===== src/rtl/pong_game_controller.sv =====
// Pong match sequencer: ball motion, paddle control, scoring and serve/game-over flow.
// Everything advances on frame_tick. Results appear one CLK_IN cycle later.
//   state     | meaning
//   IDLE      | ball parked at centre, waiting for start
//   PLAY      | ball and computer paddle moving, misses scored
//   SCORED    | ball frozen at centre for SERVE_DELAY ticks before re-serve
//   GAME_OVER | a side reached WIN_SCORE, everything frozen until start
module pong_game_controller #(
   parameter int W            = 160,
   parameter int H            = 120,
   parameter int BLOCK        = 4,
   parameter int PADDLE_LEN   = 32,
   parameter int PLAYER_X     = 4,
   parameter int COM_X        = 155,
   parameter int BALL_SPEED   = 1,
   parameter int PADDLE_SPEED = 2,
   parameter int COM_SPEED    = 1,
   parameter int WIN_SCORE    = 9,
   parameter int SERVE_DELAY  = 60
) (
   input  logic       CLK_IN,
   input  logic       RESET,
   input  logic       frame_tick,
   input  logic       start,
   input  logic       btn_up,
   input  logic       btn_down,
   output logic [7:0] ballX,
   output logic [6:0] ballY,
   output logic [6:0] playerYPos,
   output logic [6:0] comYPos,
   output logic [3:0] playerScore,
   output logic [3:0] comScore,
   output logic [1:0] game_state,
   output logic       game_over
);

   typedef enum logic [1:0] {
      ST_IDLE   = 2'd0,
      ST_PLAY   = 2'd1,
      ST_SCORED = 2'd2,
      ST_OVER   = 2'd3
   } state_t;

   localparam int CW = $clog2(SERVE_DELAY + 1);

   localparam logic [9:0] BALL_X0    = 10'((W - BLOCK) / 2);
   localparam logic [9:0] BALL_Y0    = 10'((H - BLOCK) / 2);
   localparam logic [9:0] PAD_Y0     = 10'((H - PADDLE_LEN) / 2);
   localparam logic [9:0] PAD_MAX    = 10'(H - PADDLE_LEN);
   localparam logic [9:0] BALL_Y_MAX = 10'(H - BLOCK);
   localparam logic [9:0] BS         = 10'(BALL_SPEED);
   localparam logic [9:0] PS         = 10'(PADDLE_SPEED);
   localparam logic [9:0] CS         = 10'(COM_SPEED);
   localparam logic [9:0] BLK        = 10'(BLOCK);
   localparam logic [9:0] PLEN       = 10'(PADDLE_LEN);
   localparam logic [9:0] HALF_B     = 10'(BLOCK / 2);
   localparam logic [9:0] HALF_P     = 10'(PADDLE_LEN / 2);
   localparam logic [9:0] LEFT_LIM   = 10'(PLAYER_X + BALL_SPEED);
   localparam logic [9:0] LEFT_RET   = 10'(PLAYER_X + 1);
   localparam logic [9:0] RIGHT_EDGE = 10'(COM_X);
   localparam logic [9:0] RIGHT_RET  = 10'(COM_X - BLOCK);
   localparam logic [3:0] WIN        = 4'(WIN_SCORE);
   localparam logic [CW-1:0] SERVE_LAST = CW'(SERVE_DELAY - 1);

   state_t          state_q, state_d;
   logic [7:0]      ball_x_q, ball_x_d;
   logic [6:0]      ball_y_q, ball_y_d;
   logic [6:0]      player_y_q, player_y_d;
   logic [6:0]      com_y_q, com_y_d;
   logic [3:0]      player_score_q, player_score_d;
   logic [3:0]      com_score_q, com_score_d;
   logic            dx_q, dx_d;   // 1 = moving right
   logic            dy_q, dy_d;   // 1 = moving down
   logic [CW-1:0]   serve_cnt_q, serve_cnt_d;
   logic            game_over_q, game_over_d;
   logic            miss_left, miss_right;

   logic [9:0] bx, by, py, cy;
   assign bx = {2'b00, ball_x_q};
   assign by = {3'b000, ball_y_q};
   assign py = {3'b000, player_y_q};
   assign cy = {3'b000, com_y_q};

   function automatic logic [6:0] step_up(input logic [9:0] pos, input logic [9:0] amt);
      return (pos <= amt) ? 7'd0 : 7'(pos - amt);
   endfunction

   function automatic logic [6:0] step_down(input logic [9:0] pos, input logic [9:0] amt);
      return (pos + amt >= PAD_MAX) ? 7'(PAD_MAX) : 7'(pos + amt);
   endfunction

   // Strict on both sides: a ball only touching the paddle end is a miss.
   function automatic logic overlap(input logic [9:0] ball_y, input logic [9:0] pad_y);
      return (ball_y + BLK > pad_y) && (ball_y < pad_y + PLEN);
   endfunction

   always_comb begin
      state_d        = state_q;
      ball_x_d       = ball_x_q;
      ball_y_d       = ball_y_q;
      player_y_d     = player_y_q;
      com_y_d        = com_y_q;
      player_score_d = player_score_q;
      com_score_d    = com_score_q;
      dx_d           = dx_q;
      dy_d           = dy_q;
      serve_cnt_d    = serve_cnt_q;
      game_over_d    = game_over_q;
      miss_left      = 1'b0;
      miss_right     = 1'b0;

      if (frame_tick) begin
         if (state_q != ST_OVER) begin
            if (btn_up && !btn_down)
               player_y_d = step_up(py, PS);
            else if (btn_down && !btn_up)
               player_y_d = step_down(py, PS);
         end

         case (state_q)
            ST_IDLE: begin
               if (start) begin
                  state_d = ST_PLAY;
                  dx_d    = 1'b1;
                  dy_d    = 1'b1;
               end
            end

            ST_PLAY: begin
               if (by + HALF_B < cy + HALF_P)
                  com_y_d = step_up(cy, CS);
               else if (by + HALF_B > cy + HALF_P)
                  com_y_d = step_down(cy, CS);

               if (dy_q) begin
                  if (by + BS >= BALL_Y_MAX) begin
                     ball_y_d = 7'(BALL_Y_MAX);
                     dy_d     = 1'b0;
                  end else begin
                     ball_y_d = 7'(by + BS);
                  end
               end else if (by <= BS) begin
                  ball_y_d = 7'd0;
                  dy_d     = 1'b1;
               end else begin
                  ball_y_d = 7'(by - BS);
               end

               // Edge checks follow the travel direction so a freshly returned ball is not re-hit.
               if (!dx_q) begin
                  if (bx <= LEFT_LIM) begin
                     if (overlap(by, py)) begin
                        ball_x_d = 8'(LEFT_RET);
                        dx_d     = 1'b1;
                     end else begin
                        miss_left = 1'b1;
                     end
                  end else begin
                     ball_x_d = 8'(bx - BS);
                  end
               end else begin
                  if (bx + BLK + BS >= RIGHT_EDGE) begin
                     if (overlap(by, cy)) begin
                        ball_x_d = 8'(RIGHT_RET);
                        dx_d     = 1'b0;
                     end else begin
                        miss_right = 1'b1;
                     end
                  end else begin
                     ball_x_d = 8'(bx + BS);
                  end
               end

               if (miss_left || miss_right) begin
                  ball_x_d    = 8'(BALL_X0);
                  ball_y_d    = 7'(BALL_Y0);
                  dy_d        = 1'b1;
                  dx_d        = miss_right;
                  serve_cnt_d = '0;
                  if (miss_left)
                     com_score_d = com_score_q + 4'd1;
                  else
                     player_score_d = player_score_q + 4'd1;
                  if (com_score_d == WIN || player_score_d == WIN) begin
                     state_d     = ST_OVER;
                     game_over_d = 1'b1;
                  end else begin
                     state_d = ST_SCORED;
                  end
               end
            end

            ST_SCORED: begin
               if (serve_cnt_q == SERVE_LAST) begin
                  state_d     = ST_PLAY;
                  serve_cnt_d = '0;
               end else begin
                  serve_cnt_d = serve_cnt_q + CW'(1);
               end
            end

            ST_OVER: begin
               if (start) begin
                  state_d        = ST_PLAY;
                  game_over_d    = 1'b0;
                  player_score_d = 4'd0;
                  com_score_d    = 4'd0;
                  ball_x_d       = 8'(BALL_X0);
                  ball_y_d       = 7'(BALL_Y0);
                  player_y_d     = 7'(PAD_Y0);
                  com_y_d        = 7'(PAD_Y0);
                  dx_d           = 1'b1;
                  dy_d           = 1'b1;
               end
            end

            default: ;
         endcase
      end
   end

   always_ff @(posedge CLK_IN or posedge RESET) begin
      if (RESET) begin
         state_q        <= ST_IDLE;
         ball_x_q       <= 8'(BALL_X0);
         ball_y_q       <= 7'(BALL_Y0);
         player_y_q     <= 7'(PAD_Y0);
         com_y_q        <= 7'(PAD_Y0);
         player_score_q <= 4'd0;
         com_score_q    <= 4'd0;
         dx_q           <= 1'b1;
         dy_q           <= 1'b1;
         serve_cnt_q    <= '0;
         game_over_q    <= 1'b0;
      end else begin
         state_q        <= state_d;
         ball_x_q       <= ball_x_d;
         ball_y_q       <= ball_y_d;
         player_y_q     <= player_y_d;
         com_y_q        <= com_y_d;
         player_score_q <= player_score_d;
         com_score_q    <= com_score_d;
         dx_q           <= dx_d;
         dy_q           <= dy_d;
         serve_cnt_q    <= serve_cnt_d;
         game_over_q    <= game_over_d;
      end
   end

   assign ballX       = ball_x_q;
   assign ballY       = ball_y_q;
   assign playerYPos  = player_y_q;
   assign comYPos     = com_y_q;
   assign playerScore = player_score_q;
   assign comScore    = com_score_q;
   assign game_state  = state_q;
   assign game_over   = game_over_q;

endmodule

===== config.mk =====
export PLATFORM = sky130hd
export DESIGN_NAME = pong_game_controller
export DESIGN_NICKNAME = d
export VERILOG_FILES = /design/src/rtl/pong_game_controller.sv
export SDC_FILE = /design/constraint.sdc
export NUM_CORES = 1
export LEC_CHECK = 0
export BUFFER_PORTS_ARGS = -buffer_cell sky130_fd_sc_hd__buf_2
export CORE_MARGIN = 2
export CORE_UTILIZATION = 65
export DETAILED_ROUTE_END_ITERATION = 6
export PLACE_DENSITY = 0.88
export SYNTH_ARGS = -nofsm -noshare
export SYNTH_HDL_FRONTEND = slang
export SYNTH_SLANG_ARGS = --single-unit

===== constraint.sdc =====
create_clock -name CLK_IN -period 7.8 [get_ports CLK_IN]
set_input_delay 1.17 -clock CLK_IN [delete_from_list [all_inputs] [get_ports CLK_IN]]
set_output_delay 1.17 -clock CLK_IN [all_outputs]
set_load 0.1 [all_outputs]

After elaboration in Yosys (flattened, before gate mapping)
Cells that the tools add are included.

Order comparisons: 14. Equal/unequal tests: 15. Add/subtract/negate cells: 18. Muxes and demuxes: 74. Reductions and logical operators: 21.

Operators with widths (number): 7-bit two-way mux (17); 8-bit two-way mux (7); 4-bit two-way mux (11); 10-bit by 7-bit greater-or-equal comparator with 1-bit output, second input constant (3); 7-bit one-hot mux with 2 select lines (2); 1-bit two-way mux (24); 7-bit by 1-bit adder with 8-bit output, second input constant (2); 7-bit by 2-bit adder with 8-bit output, second input constant (2); 7-bit by 6-bit adder with 8-bit output, second input constant (2); 7-bit by 8-bit < comparator with 1-bit output (2); 4-bit one-hot mux with 2 select lines (2); 8-bit one-hot mux with 2 select lines (1); 7-bit by 1-bit <= comparator with 1-bit output, second input constant (2); 7-bit by 1-bit subtractor with 7-bit output, second input constant (2); 6-bit two-way mux (2); 6-bit one-hot mux with 2 select lines (1); 4-bit AND reduction (3); 9-bit by 1-bit adder with 10-bit output, second input constant (1); 10-bit by 8-bit greater-or-equal comparator with 1-bit output, second input constant (1); 10-bit by 7-bit greater-than comparator with 1-bit output (1); 10-bit < comparator (1); 2-bit inequality test, second input constant (5); 5-bit inequality test, second input constant (2); 5-bit AND reduction (2); other kinds (28) (44).

Flip-flop bits (word level): 48. Bits of input ports: 6. Logic and storage cells: 153.

Depth between registers and ports, before layout
Gate-level depths: netlist of the first run.

Depth in word-level cells: 17. Depth in mapped cells: 13. Depth with buffers taken out: 11.

Worst setup path after synthesis of the first run
No wires, ideal clock.

Kind: reg2reg. Start: register ball_y_q[4] (netlist: ballY[4]). End: register serve_cnt_q[4]. Required time: 7.705 ns. Arrival: 3.825 ns. Clock period less this slack: 3.921 ns. Path buffers: 3. Setup time: 0.095 ns. Slack: 3.879 ns. Cell stages (with the launch flop): 14. Path through: dfstp_2 clkbuf_1 clkbuf_1 nand3_1 xnor2_1 ha_1 a21oi_1 a31oi_1 a2111oi_4 o31a_4 a211oi_2 buf_6 or3b_4 o31ai_1.

Word-level cells in the longest chain between the ends: 11. Elaborated cells between the ends (all ways): 20.

RTL lines: from (decl) (RTL line 67) `logic [6:0] ball_y_q, ball_y_d;`; from (signal assigned) (RTL line 226) `ball_y_q <= 7'(BALL_Y0);`; from (signal assigned) (RTL line 238) `ball_y_q <= ball_y_d;`; 7-bit by 3-bit adder with 8-bit output (RTL line 94) `return (ball_y + BLK > pad_y) && (ball_y < pad_y + PLEN);`; 10-bit by 7-bit greater-than comparator with 1-bit output or 8-bit by 7-bit greater-than comparator with 1-bit output (tied branches) (RTL line 94); 1-bit logical AND (RTL line 94); 1-bit two-way mux, on equally long branches (RTL line 152, 163); 1-bit two-way mux, on equally long branches (RTL line 151, 162); 1-bit two-way mux (RTL line 150) `if (!dx_q) begin`; 1-bit two-way mux (RTL line 120) `case (state_q)`; 1-bit two-way mux (RTL line 112) `if (frame_tick) begin`; 1-bit logical OR (*) (RTL line 174) `if (miss_left || miss_right) begin`; 2-bit inequality test (no source line) (*); 3-bit AND reduction (no source line) (*); to (signal assigned) (RTL line 245) `serve_cnt_q <= serve_cnt_d;`; to (decl) (RTL line 74) `logic [CW-1:0] serve_cnt_q, serve_cnt_d;`.

Every way passes the cells marked *; elsewhere a longest branch is shown, timed or not. The select of a mux whose other input is x is not followed. A chain may end at the register's enable or synchronous reset.

Final worst setup path of the first run
Start: register ball_y_q[3] (netlist: ballY[3]). End: register com_score_q[3] (netlist: comScore[3]).

Word-level cells in the longest chain between the ends: 14. Elaborated cells between the ends (all ways): 26.

RTL lines: 7-bit by 3-bit adder with 8-bit output (RTL line 94); 10-bit by 7-bit greater-than comparator with 1-bit output (RTL line 94); 1-bit logical AND (RTL line 94); 1-bit two-way mux (RTL line 152) `if (overlap(by, py)) begin`; 1-bit two-way mux (RTL line 151) `if (bx <= LEFT_LIM) begin`; 1-bit two-way mux (RTL line 150); 1-bit two-way mux (RTL line 120); 1-bit two-way mux (RTL line 112); 4-bit two-way mux (RTL line 180) `if (miss_left)`; 4-bit two-way mux (RTL line 174); 4-bit two-way mux (RTL line 120); 4-bit two-way mux (RTL line 112); 4-bit two-way mux (RTL line 174); 4-bit one-hot mux with 2 select lines (RTL line 120); to (signal assigned) (RTL line 242) `com_score_q <= com_score_d;`; to (decl) (RTL line 71) `logic [3:0] com_score_q, com_score_d;`.

Several ways; a longest one is shown, not always the timed one. The select of a mux whose other input is x is not followed.

==> out/qor.txt, run 1 <==
Run status: finished, final reports clean
DR DRC count: 0
Critical Path AT: 4.19 ns
Worst-Margin Slew: 1.043 ns
RSZ-0062 raised after global routing: false
Total Routing Usage GR: 33.80%
Clk pin slew, worst setup/hold paths: 0.10 ns
Post-synth net total: 694
Commonest cells post-synth: sky130_fd_sc_hd__ha_1, sky130_fd_sc_hd__nand2_1, sky130_fd_sc_hd__a21oi_1
Vias after detailed routing: 5249
Count of TritonRoute iterations in the first routing pass: 5
Number of buffers created by CTS: 5
Crit. End Element: flip-flop
Mapped Avg Cell Area: 8.106 um^2
Cts repair resizes: 0
DIE AREA: 0.008517 mm^2
Worst slew margin relative to its limit: 30.37%
Mapped cell area: 0.005066 mm^2
YS warnings: 0
Setup-failing EPs final: 0
Placeable core region: 0.007647 mm^2
Top area cells in the synthesized netlist: sky130_fd_sc_hd__dfrtp_1, sky130_fd_sc_hd__ha_1, sky130_fd_sc_hd__dfstp_2
Class of the tightest hold or removal check: reg2reg
WP data required: 8.06 ns
Achievable clock frequency: 0.2540 GHz
Max Clock Skew: 0.008674 ns
Async set or reset register ratio after synthesis: 100.0%
CTS Root Cell: sky130_fd_sc_hd__clkbuf_8
Met2 Resource Use GR: 55.70%
Yosys top cell area share: 15.81%
Remaining global-route overflow: 0
Die Y: 92.29 um
Sequential cell area fraction in the yosys report: 24.10%
Maximum number of pins on one net before global-route repair: 49
Most Crowded Layer GR: met2
Final Cycle Share: 50.47%
Worst setup SP type: flip-flop
Clock latency at the later pin of the worst-skew pair: 0.32 ns
Post-cts hold buffer count: 0
Number of DRC markers in iteration 0: 631
Top-level port count: 46
Die Width: 92.29 um
Clock sink total: 48
Prevailing post-synth register cell: sky130_fd_sc_hd__dfrtp_1
Count of state elements after synthesis: 48
First-pass GRT wire length: 23.52 mm
GP Congestion: 0.9292
Post CTS Setup Buffer Count: 0
Grt met3 use: 4.108%
H-tree depth: 2
Number of cells produced by synthesis: 625
Count of input and output buffers: 45
Fraction of final layout cells sized beyond drive strength 1: 14.22%
Effective utilization at floorplan: 66.25%
Minimum clock period: 3.937 ns
Number of enable flip-flop cells after synthesis: 0
Total negative slack for setup checks: 0 ns
TritonCTS clock tree: done
DRT Wirelength: 14.18 mm
Number of global-route vias before repair: 4828
Number of distinct library cells after synthesis: 79
Number of antenna violations at the first check in global routing: 0
Area growth from synthesis to layout: 7.261%
Half-perimeter wire length after detailed placement: 10.24 mm
Most frequent cell after synthesis: sky130_fd_sc_hd__ha_1
Endpoints failing hold: 0
Net count of the finished layout: 722
Biggest area consumer among synthesized cells: sky130_fd_sc_hd__dfrtp_1
GR Util met1: 46.55%
Maximum clock insertion buffer count: 2
Type of the worst setup path: reg2reg
Slew Viols, Final: 0
Count of nets left with antenna violations after detail routing: 0
Crit path max fanout: 13
Count of max-cap constraint violations: 0
Antenna Diode Count: 0
Routed via count divided by cell count: 6.943
FP Rows: 32
Post-detailed-route wirelength per cell: 18.76 um
flip-flops by register name, indices dropped and copies added (netlist names):
| register | count |
|---|---|
| comYPos | 7 |
| serve_cnt_q | 6 |
| comScore | 4 |
| dx_q | 1 |
| dy_q | 1 |
| ballX | 8 |
| ballY | 7 |
| game_state | 2 |
| playerScore | 4 |
| game_over | 1 |
| playerYPos | 7 |
worst max-delay path, cell delays in order, from the launching register on:
cell                      delay (ns)
sky130_fd_sc_hd__dfstp_2        0.68
sky130_fd_sc_hd__ha_1           0.35
sky130_fd_sc_hd__nand3_1        0.13
sky130_fd_sc_hd__xnor2_1        0.28
sky130_fd_sc_hd__ha_1           0.31
sky130_fd_sc_hd__nand2_1        0.08
sky130_fd_sc_hd__nor2_1         0.08
sky130_fd_sc_hd__a41o_1         0.29
sky130_fd_sc_hd__o31ai_2        0.58
sky130_fd_sc_hd__o21ai_0        0.26
sky130_fd_sc_hd__o21ai_0        0.56
sky130_fd_sc_hd__a221o_1        0.26
kinds of logic (layout without fill, tap and decap cells):
| logic type | Yosys count | in the layout | share of synthesized area [%] |
|---|---|---|---|
| xor+xnor | 20 | 20 | 3.458 |
| flops | 48 | 48 | 24.10 |
| buf+inv | 65 | 94 | 5.162 |
| simple gates | 218 | 218 | 22.13 |
| fa+ha+maj | 64 | 64 | 15.76 |
| mux | 5 | 5 | 1.062 |
| compound gates | 205 | 205 | 28.33 |
path summary, 6_finish.rpt:
kind	startpoint	to	slack (ns)	cells past startpoint
worst max-delay path	ballY[3]	comScore[3]	3.86	11
worst min-delay path	serve_cnt_q[5]	serve_cnt_q[5]	0.50	1
worst max register to register	ballY[3]	comScore[3]	3.86	11
worst min register to register	serve_cnt_q[5]	serve_cnt_q[5]	0.50	1
max in group asynchronous	RESET	ballY[0]	6.06	2
min in group asynchronous	RESET	playerYPos[6]	1.09	2
cells in the final DEF (no fill, tap or decap), drive strengths merged, types with 4 or more instances in the layout:
cell and n:
a22o 4, or2 5, a211oi 11, dfstp 16, nor4 9, o31ai 12
o2bb2ai 4, clkbuf 5, or3 7, o21a 5, nand3 28, o21ai 40
and3 9, nor2b 12, a21boi 6, nor3 18, a21oi 44, a22oi 5
nand2 53, o22ai 4, a21o 7, nor3b 4, and2 5, a311oi 4
a31oi 11, ha 63, a32oi 4, o211ai 8, inv 39, dfrtp 32
nand2b 7, buf 47, nand4 9, xnor2 17, a221o 5, nor2 40
layer usage:
metal,up-vias,share of wire (%)
li1,2400,-
met1,2476,41
met3,48,8.7
met4,0,2.6
met2,325,47
met5,-,0
metrics by stage:
| stage | utilization (%) | hold WS, ns | std cells | cell area (um^2) | worst slack (ns) |
|---|---|---|---|---|---|
| 5_1_grt | 71.06 | 0.5194 | 756 | 5434 | 3.600 |
| 3_3_place_gp | 69.55 | 0.4821 | 748 | 5319 | 4.124 |
| 2_1_floorplan | - | 0.4516 | 625 | 5066 | 3.879 |
| 3_5_place_dp | 69.55 | 0.4837 | 748 | 5319 | 3.971 |
| 6_report | 71.06 | 0.5024 | 756 | 5434 | 3.863 |
| 4_1_cts | 71.06 | 0.4993 | 756 | 5434 | 3.950 |
area by class of cell:
class,count,area [um^2]
multi-input cells,512,3583
flip-flops and latches,48,1221
well taps,102,127.6
repair buffers,47,240.2
inverters,39,146.4
clock buffers,5,68.82
clock inverters,3,46.29
fillers,611,2213
Power of run 1 is left out: the tool's default activity adds up to more than one toggle a clock period on the data nets, which glitch-free logic cannot reach.
==> run 2, diff against run 1 <==
--- a/config.mk
+++ b/config.mk
@@ -7,9 +7,9 @@
 export LEC_CHECK = 0
 export BUFFER_PORTS_ARGS = -buffer_cell sky130_fd_sc_hd__buf_2
 export CORE_MARGIN = 2
-export CORE_UTILIZATION = 65
+export CORE_UTILIZATION = 61
 export DETAILED_ROUTE_END_ITERATION = 6
-export PLACE_DENSITY = 0.88
+export PLACE_DENSITY = 0.84
 export SYNTH_ARGS = -nofsm -noshare
 export SYNTH_HDL_FRONTEND = slang
 export SYNTH_SLANG_ARGS = --single-unit
==> constraint.sdc (replaced) <==
create_clock -name CLK_IN -period 3.89 [get_ports CLK_IN]
set_input_delay 0.5835 -clock CLK_IN [delete_from_list [all_inputs] [get_ports CLK_IN]]
set_output_delay 0.5835 -clock CLK_IN [all_outputs]
set_load 0.1 [all_outputs]
==> out/qor.txt, run 2 (synthesis gave the netlist of run 1 again) <==
Run status: complete, but fails checks (was finished, final reports clean)
Violated checks: design-rule violations
Count of nets left with antenna violations after detail routing: 0 (unchanged)
GP Congestion: 0.9885 (was 0.9292)
Buffers and inverters on the worst path: 0 (unchanged)
Count of TritonRoute iterations in the first routing pass: 7 (was 5)
Minimum clock period: 3.610 ns (was 3.937 ns)
Vias after detailed routing: 5143 (was 5249)
Critical path's slowest cell: sky130_fd_sc_hd__dfstp_2 (unchanged)
First-pass GRT wire length: 22.32 mm (was 23.52 mm)
Number of standard cells in the layout, taps in and fillers out: 763 (was 756)
DIE AREA: 0.009050 mm^2 (was 0.008517 mm^2)
Number of buffers created by CTS: 5 (unchanged)
Antenna Diode Count: 0 (unchanged)
Achievable clock frequency: 0.2770 GHz (was 0.2540 GHz)
Setup-failing EPs final: 0 (unchanged)
Total negative slack for setup checks: 0 ns (unchanged)
Effective utilization at floorplan: 62.28% (was 66.25%)
Routed via count divided by cell count: 6.740 (was 6.943)
Die Width: 95.13 um (was 92.29 um)
TritonCTS clock tree: done (unchanged)
Worst slew margin relative to its limit: 30.60% (was 30.37%)
Crit. End Element: flip-flop (unchanged)
Crit path max fanout: 13 (unchanged)
Count of max-cap constraint violations: 0 (unchanged)
Clk pin slew, worst setup/hold paths: 0.10 ns (about the same)
Worst setup SP type: flip-flop (unchanged)
Post-cts hold buffer count: 0 (unchanged)
Layout filler cell count: 660 (was 611)
Cell type group with the largest total delay on the critical path: simple AND/OR/NAND/NOR gates (was compound AO/OA/AOI/OAI gates)
H-tree depth: 2 (unchanged)
Top-level port count: 46 (unchanged)
Cell chain of the critical path: ha_1 -> nand3_1 -> xnor2_1 -> ha_1 -> nand3_1 -> nor4_1 -> o21ai_0 -> o32ai_2 -> a211oi_4 -> or3b_4 -> o31ai_1 (was ha_1 -> nand3_1 -> xnor2_1 -> ha_1 -> nand2_1 -> nor2_1 -> a41o_1 -> o31ai_2 -> o21ai_0 -> o21ai_0 -> a221o_1)
Critical Path AT: 3.84 ns (was 4.19 ns)
Post-detailed-route wirelength per cell: 17.91 um (was 18.76 um)
DRT Wirelength: 13.67 mm (was 14.18 mm)
Worst-Margin Slew: 1.039 ns (was 1.043 ns)
Fraction of final layout cells sized beyond drive strength 1: 14.74% (was 14.22%)
Clock latency at the later pin of the worst-skew pair: 0.32 ns (about the same)
Placeable core region: 0.008134 mm^2 (was 0.007647 mm^2)
Leading cell types in the layout, fill and taps excluded: sky130_fd_sc_hd__ha_1, sky130_fd_sc_hd__nand2_1, sky130_fd_sc_hd__buf_2, sky130_fd_sc_hd__a21oi_1, sky130_fd_sc_hd__nor2_1 (unchanged)
Slew Viols, Final: 0 (unchanged)
Type of the worst setup path: reg2reg (unchanged)
Final Cycle Share: 92.81% (was 50.47%)
Total Routing Usage GR: 30.75% (was 33.80%)
Maximum clock insertion buffer count: 2 (unchanged)
Count of input and output buffers: 45 (unchanged)
Post CTS Setup Buffer Count: 0 (unchanged)
Endpoints failing hold: 0 (unchanged)
Largest register FFs: 8 (unchanged)
Number of antenna violations at the first check in global routing: 0 (unchanged)
Area growth from synthesis to layout: 8.076% (was 7.261%)
Net count of the finished layout: 726 (was 722)
Slowest cell delay on critical path: 0.67 ns (was 0.68 ns)
Clock sink total: 48 (unchanged)
Max Clock Skew: 0.007574 ns (was 0.008674 ns)
Maximum number of pins on one net before global-route repair: 49 (unchanged)
Number of DRC markers in iteration 0: 692 (was 631)
WP data required: 4.12 ns (was 8.06 ns)
Remaining global-route overflow: 0 (unchanged)
Worst hold slack: 0.4973 ns (was 0.5024 ns)
RSZ-0062 raised after global routing: false (unchanged)
Class of the tightest hold or removal check: reg2reg (unchanged)
Cts repair resizes: 0 (unchanged)
FP Rows: 33 (was 32)
Number of global-route vias before repair: 4657 (was 4828)
Most frequent standard cell in the layout excluding fill and tap cells: sky130_fd_sc_hd__ha_1 (unchanged)
Number of cells after detailed placement: 755 (was 748)
Half-perimeter wire length after detailed placement: 9.969 mm (was 10.24 mm)
DR DRC count: 2 (was 0)
CTS Root Cell: sky130_fd_sc_hd__clkbuf_8 (unchanged)
Die Y: 95.13 um (was 92.29 um)
==> run 2: cell count changes in the layout (fill, tap and decap cells not counted), sizes merged <==
cell	change
clkinvlp	-1
inv	-1
bufinv	-1
buf	+4
clkinv	+1
clkbuf	+2
==> run 2: area by class of cell <==
class	count	area, um^2	share of cell area (%)
multi-input combinational	512	3607	65.88
sequential	48	1225	22.37
timing repair buffer	51	270.3	4.936
inverter	39	146.4	2.674
tap	105	131.4	2.399
clock buffer	7	86.33	1.577
clock inverter	1	8.758	0.1600
==> run 2: path summary, 6_finish.rpt <==
path                                      from              to  slack, ns  cells past startpoint
worst max register to register        ballY[3]  serve_cnt_q[4]       0.28                     11
worst min-delay path            serve_cnt_q[5]  serve_cnt_q[5]       0.50                      1
min in group asynchronous                RESET      comYPos[0]       0.51                      2
max in group asynchronous                RESET        ballY[2]       2.74                      2
worst max-delay path                  ballY[3]  serve_cnt_q[4]       0.28                     11
worst min register to register  serve_cnt_q[5]  serve_cnt_q[5]       0.50                      1
==> run 2: per-stage QoR <==
stage	util, %	setup slack [ns]	area, um^2
6_report	67.31	0.2798	5475
5_1_grt	67.31	0.01605	5475
3_3_place_gp	65.85	0.3917	5356
3_5_place_dp	65.85	0.1780	5356
4_1_cts	67.02	0.1469	5451
2_1_floorplan	-	0.06375	5070
==> run 2: per-layer routing <==
metal	part of all wire [%]	global-route usage [%]
met5	0	0
met3	7.4	3.557
met2	48	51.94
met1	42	40.88
met4	2.2	10.27
Power of run 2 is left out for the same reason.
==> run 3, diff against run 2 <==
--- a/config.mk
+++ b/config.mk
@@ -10,6 +10,7 @@
 export CORE_UTILIZATION = 61
 export DETAILED_ROUTE_END_ITERATION = 6
 export PLACE_DENSITY = 0.84
+export RECOVER_POWER = 100
 export SYNTH_ARGS = -nofsm -noshare
 export SYNTH_HDL_FRONTEND = slang
 export SYNTH_SLANG_ARGS = --single-unit
==> out/qor.txt, run 3 (synthesis gave the netlist of run 1 again) <==
Class of the tightest hold or removal check: reg2reg (unchanged)
Buffers and inverters on the worst path: 0 (unchanged)
Layout filler cell count: 679 (was 660)
Routed wire length on met2: 6.522 mm (was 6.592 mm)
Number of buffers created by CTS: 5 (unchanged)
Footprint of the flip-flops and latches: 0.001225 mm^2 (unchanged)
CTS Root Cell: sky130_fd_sc_hd__clkbuf_8 (unchanged)
Cts repair resizes: 0 (unchanged)
Clock sink total: 48 (unchanged)
Multi-input gate area in the final layout: 0.003605 mm^2 (was 0.003607 mm^2)
Number of global-route vias before repair: 4657 (unchanged)
Slew Viols, Final: 49 (was 0)
GP Congestion: 0.9885 (unchanged)
Utilization of the core after routing: 66.59% (was 67.31%)
Count of max-cap constraint violations: 1 (was 0)
Count of TritonRoute iterations in the first routing pass: 7 (unchanged)
DR DRC count: 0 (was 2)
Total negative slack for setup checks: 0 ns (unchanged)
Top Metal Used: met4 (unchanged)
Met3 WL post-DR: 957 um (was 1.007 mm)
Number of DRC markers in iteration 0: 656 (was 692)
Minimum clock period: 3.621 ns (was 3.610 ns)
Clk pin slew, worst setup/hold paths: 0.10 ns (about the same)
DIE AREA: 0.009050 mm^2 (unchanged)
Antenna Diode Count: 0 (unchanged)
Type of the worst setup path: reg2reg (unchanged)
Routed via count divided by cell count: 6.756 (was 6.740)
Leading cell types in the layout, fill and taps excluded: sky130_fd_sc_hd__ha_1, sky130_fd_sc_hd__nand2_1, sky130_fd_sc_hd__a21oi_1, sky130_fd_sc_hd__clkbuf_1, sky130_fd_sc_hd__nor2_1 (was sky130_fd_sc_hd__ha_1, sky130_fd_sc_hd__nand2_1, sky130_fd_sc_hd__buf_2, sky130_fd_sc_hd__a21oi_1, sky130_fd_sc_hd__nor2_1)
Slowest cell delay on critical path: 0.68 ns (was 0.67 ns)
Endpoints failing hold: 0 (unchanged)
Clock latency at the later pin of the worst-skew pair: 0.32 ns (about the same)
Die Y: 95.13 um (unchanged)
Die Width: 95.13 um (unchanged)
Achievable clock frequency: 0.2762 GHz (was 0.2770 GHz)
Violated checks: max-capacitance violations, max-slew violations (was design-rule violations)
Placeable core region: 0.008134 mm^2 (unchanged)
Cell chain of the critical path: ha_1 -> nand3_1 -> xnor2_1 -> ha_1 -> nand3_1 -> nor4_1 -> o21ai_0 -> o32ai_2 -> a211oi_4 -> or3b_1 -> o31ai_1 (was ha_1 -> nand3_1 -> xnor2_1 -> ha_1 -> nand3_1 -> nor4_1 -> o21ai_0 -> o32ai_2 -> a211oi_4 -> or3b_4 -> o31ai_1)
Run status: complete, but fails checks (unchanged)
Remaining global-route overflow: 0 (unchanged)
FP Rows: 33 (unchanged)
Area growth from synthesis to layout: 6.915% (was 8.076%)
Number of antenna violations at the first check in global routing: 0 (unchanged)
Post-detailed-route wirelength per cell: 17.96 um (was 17.91 um)
Crit path max fanout: 13 (unchanged)
Count of nets left with antenna violations after detail routing: 0 (unchanged)
Post-cts hold buffer count: 0 (unchanged)
Fraction of final layout cells sized beyond drive strength 1: 8.055% (was 14.74%)
Count of input and output buffers: 45 (unchanged)
Critical path's slowest cell: sky130_fd_sc_hd__dfstp_2 (unchanged)
Worst setup SP type: flip-flop (unchanged)
Largest register FFs: 8 (unchanged)
Most frequent standard cell in the layout excluding fill and tap cells: sky130_fd_sc_hd__ha_1 (unchanged)
Worst-Margin Slew: 1.868 ns (was 1.039 ns)
WP data required: 4.12 ns (about the same)
Total Routing Usage GR: 30.75% (unchanged)
Net count of the finished layout: 726 (unchanged)
Setup-failing EPs final: 0 (unchanged)
Vias after detailed routing: 5155 (was 5143)
RSZ-0062 raised after global routing: false (unchanged)
Critical Path AT: 3.85 ns (was 3.84 ns)
Max Clock Skew: 0.009634 ns (was 0.007574 ns)
TritonCTS clock tree: done (unchanged)
Crit. End Element: flip-flop (unchanged)
Final Cycle Share: 93.08% (was 92.81%)
DRT Wirelength: 13.70 mm (was 13.67 mm)
Post CTS Setup Buffer Count: 0 (unchanged)
Half-perimeter wire length after detailed placement: 9.969 mm (unchanged)
H-tree depth: 2 (unchanged)
Routed length on met1: 5.884 mm (was 5.767 mm)
Cell type group with the largest total delay on the critical path: simple AND/OR/NAND/NOR gates (unchanged)
First-pass GRT wire length: 22.32 mm (unchanged)
Maximum clock insertion buffer count: 2 (unchanged)
Worst slew margin relative to its limit: -24.68% (was 30.60%)
Effective utilization at floorplan: 62.28% (unchanged)
Top-level port count: 46 (unchanged)
Maximum number of pins on one net before global-route repair: 49 (unchanged)
run 3: changes by cell type in the layout (fill, tap and decap cells not counted), sizes merged:
cell    change
clkbuf     +42
buf        -42
run 3: worst paths after layout:
check	startpoint	to	slack, ns	cells after the start
max reg2reg	ballY[3]	serve_cnt_q[4]	0.27	11
min reg2reg	serve_cnt_q[5]	serve_cnt_q[5]	0.50	1
min	serve_cnt_q[5]	serve_cnt_q[5]	0.50	1
max	ballY[3]	serve_cnt_q[4]	0.27	11
max in group asynchronous	RESET	ballY[2]	1.95	2
min in group asynchronous	RESET	serve_cnt_q[2]	0.85	2
run 3: layer usage:
layer  vias up  track usage [%]
met2       250            51.94
met3        38            3.557
met5         -                0
li1       2400                -
met1      2467            40.88
met4         0            10.27
run 3: area by class of cell:
type	instances	share of cell area (%)
clock buffers	7	1.594
inverters	39	2.703
clock inverters	1	0.1617
well taps	105	2.426
flip-flops and latches	48	22.61
repair buffers	51	3.950
multi-input cells	512	66.55
run 3: metrics by stage:
step / cell area [um^2] / setup WS (ns) / std cells / hold WS (ns)
2_1_floorplan: 5070 / 0.06375 / 625 / 0.4516
3_3_place_gp: 5356 / 0.3917 / 755 / 0.4793
3_5_place_dp: 5356 / 0.1780 / 755 / 0.4731
4_1_cts: 5451 / 0.1469 / 763 / 0.4959
5_1_grt: 5416 / 0.01159 / 763 / 0.5218
6_report: 5416 / 0.2691 / 763 / 0.4970
run 3: worst reg2reg max path, stage by stage, from the launching register on:
cell	delay, ns
sky130_fd_sc_hd__dfstp_2	0.68
sky130_fd_sc_hd__ha_1	0.35
sky130_fd_sc_hd__nand3_1	0.13
sky130_fd_sc_hd__xnor2_1	0.17
sky130_fd_sc_hd__ha_1	0.34
sky130_fd_sc_hd__nand3_1	0.11
sky130_fd_sc_hd__nor4_1	0.36
sky130_fd_sc_hd__o21ai_0	0.23
sky130_fd_sc_hd__o32ai_2	0.28
sky130_fd_sc_hd__a211oi_4	0.19
sky130_fd_sc_hd__or3b_1	0.46
sky130_fd_sc_hd__o31ai_1	0.25
Power of run 3 is left out for the same reason.
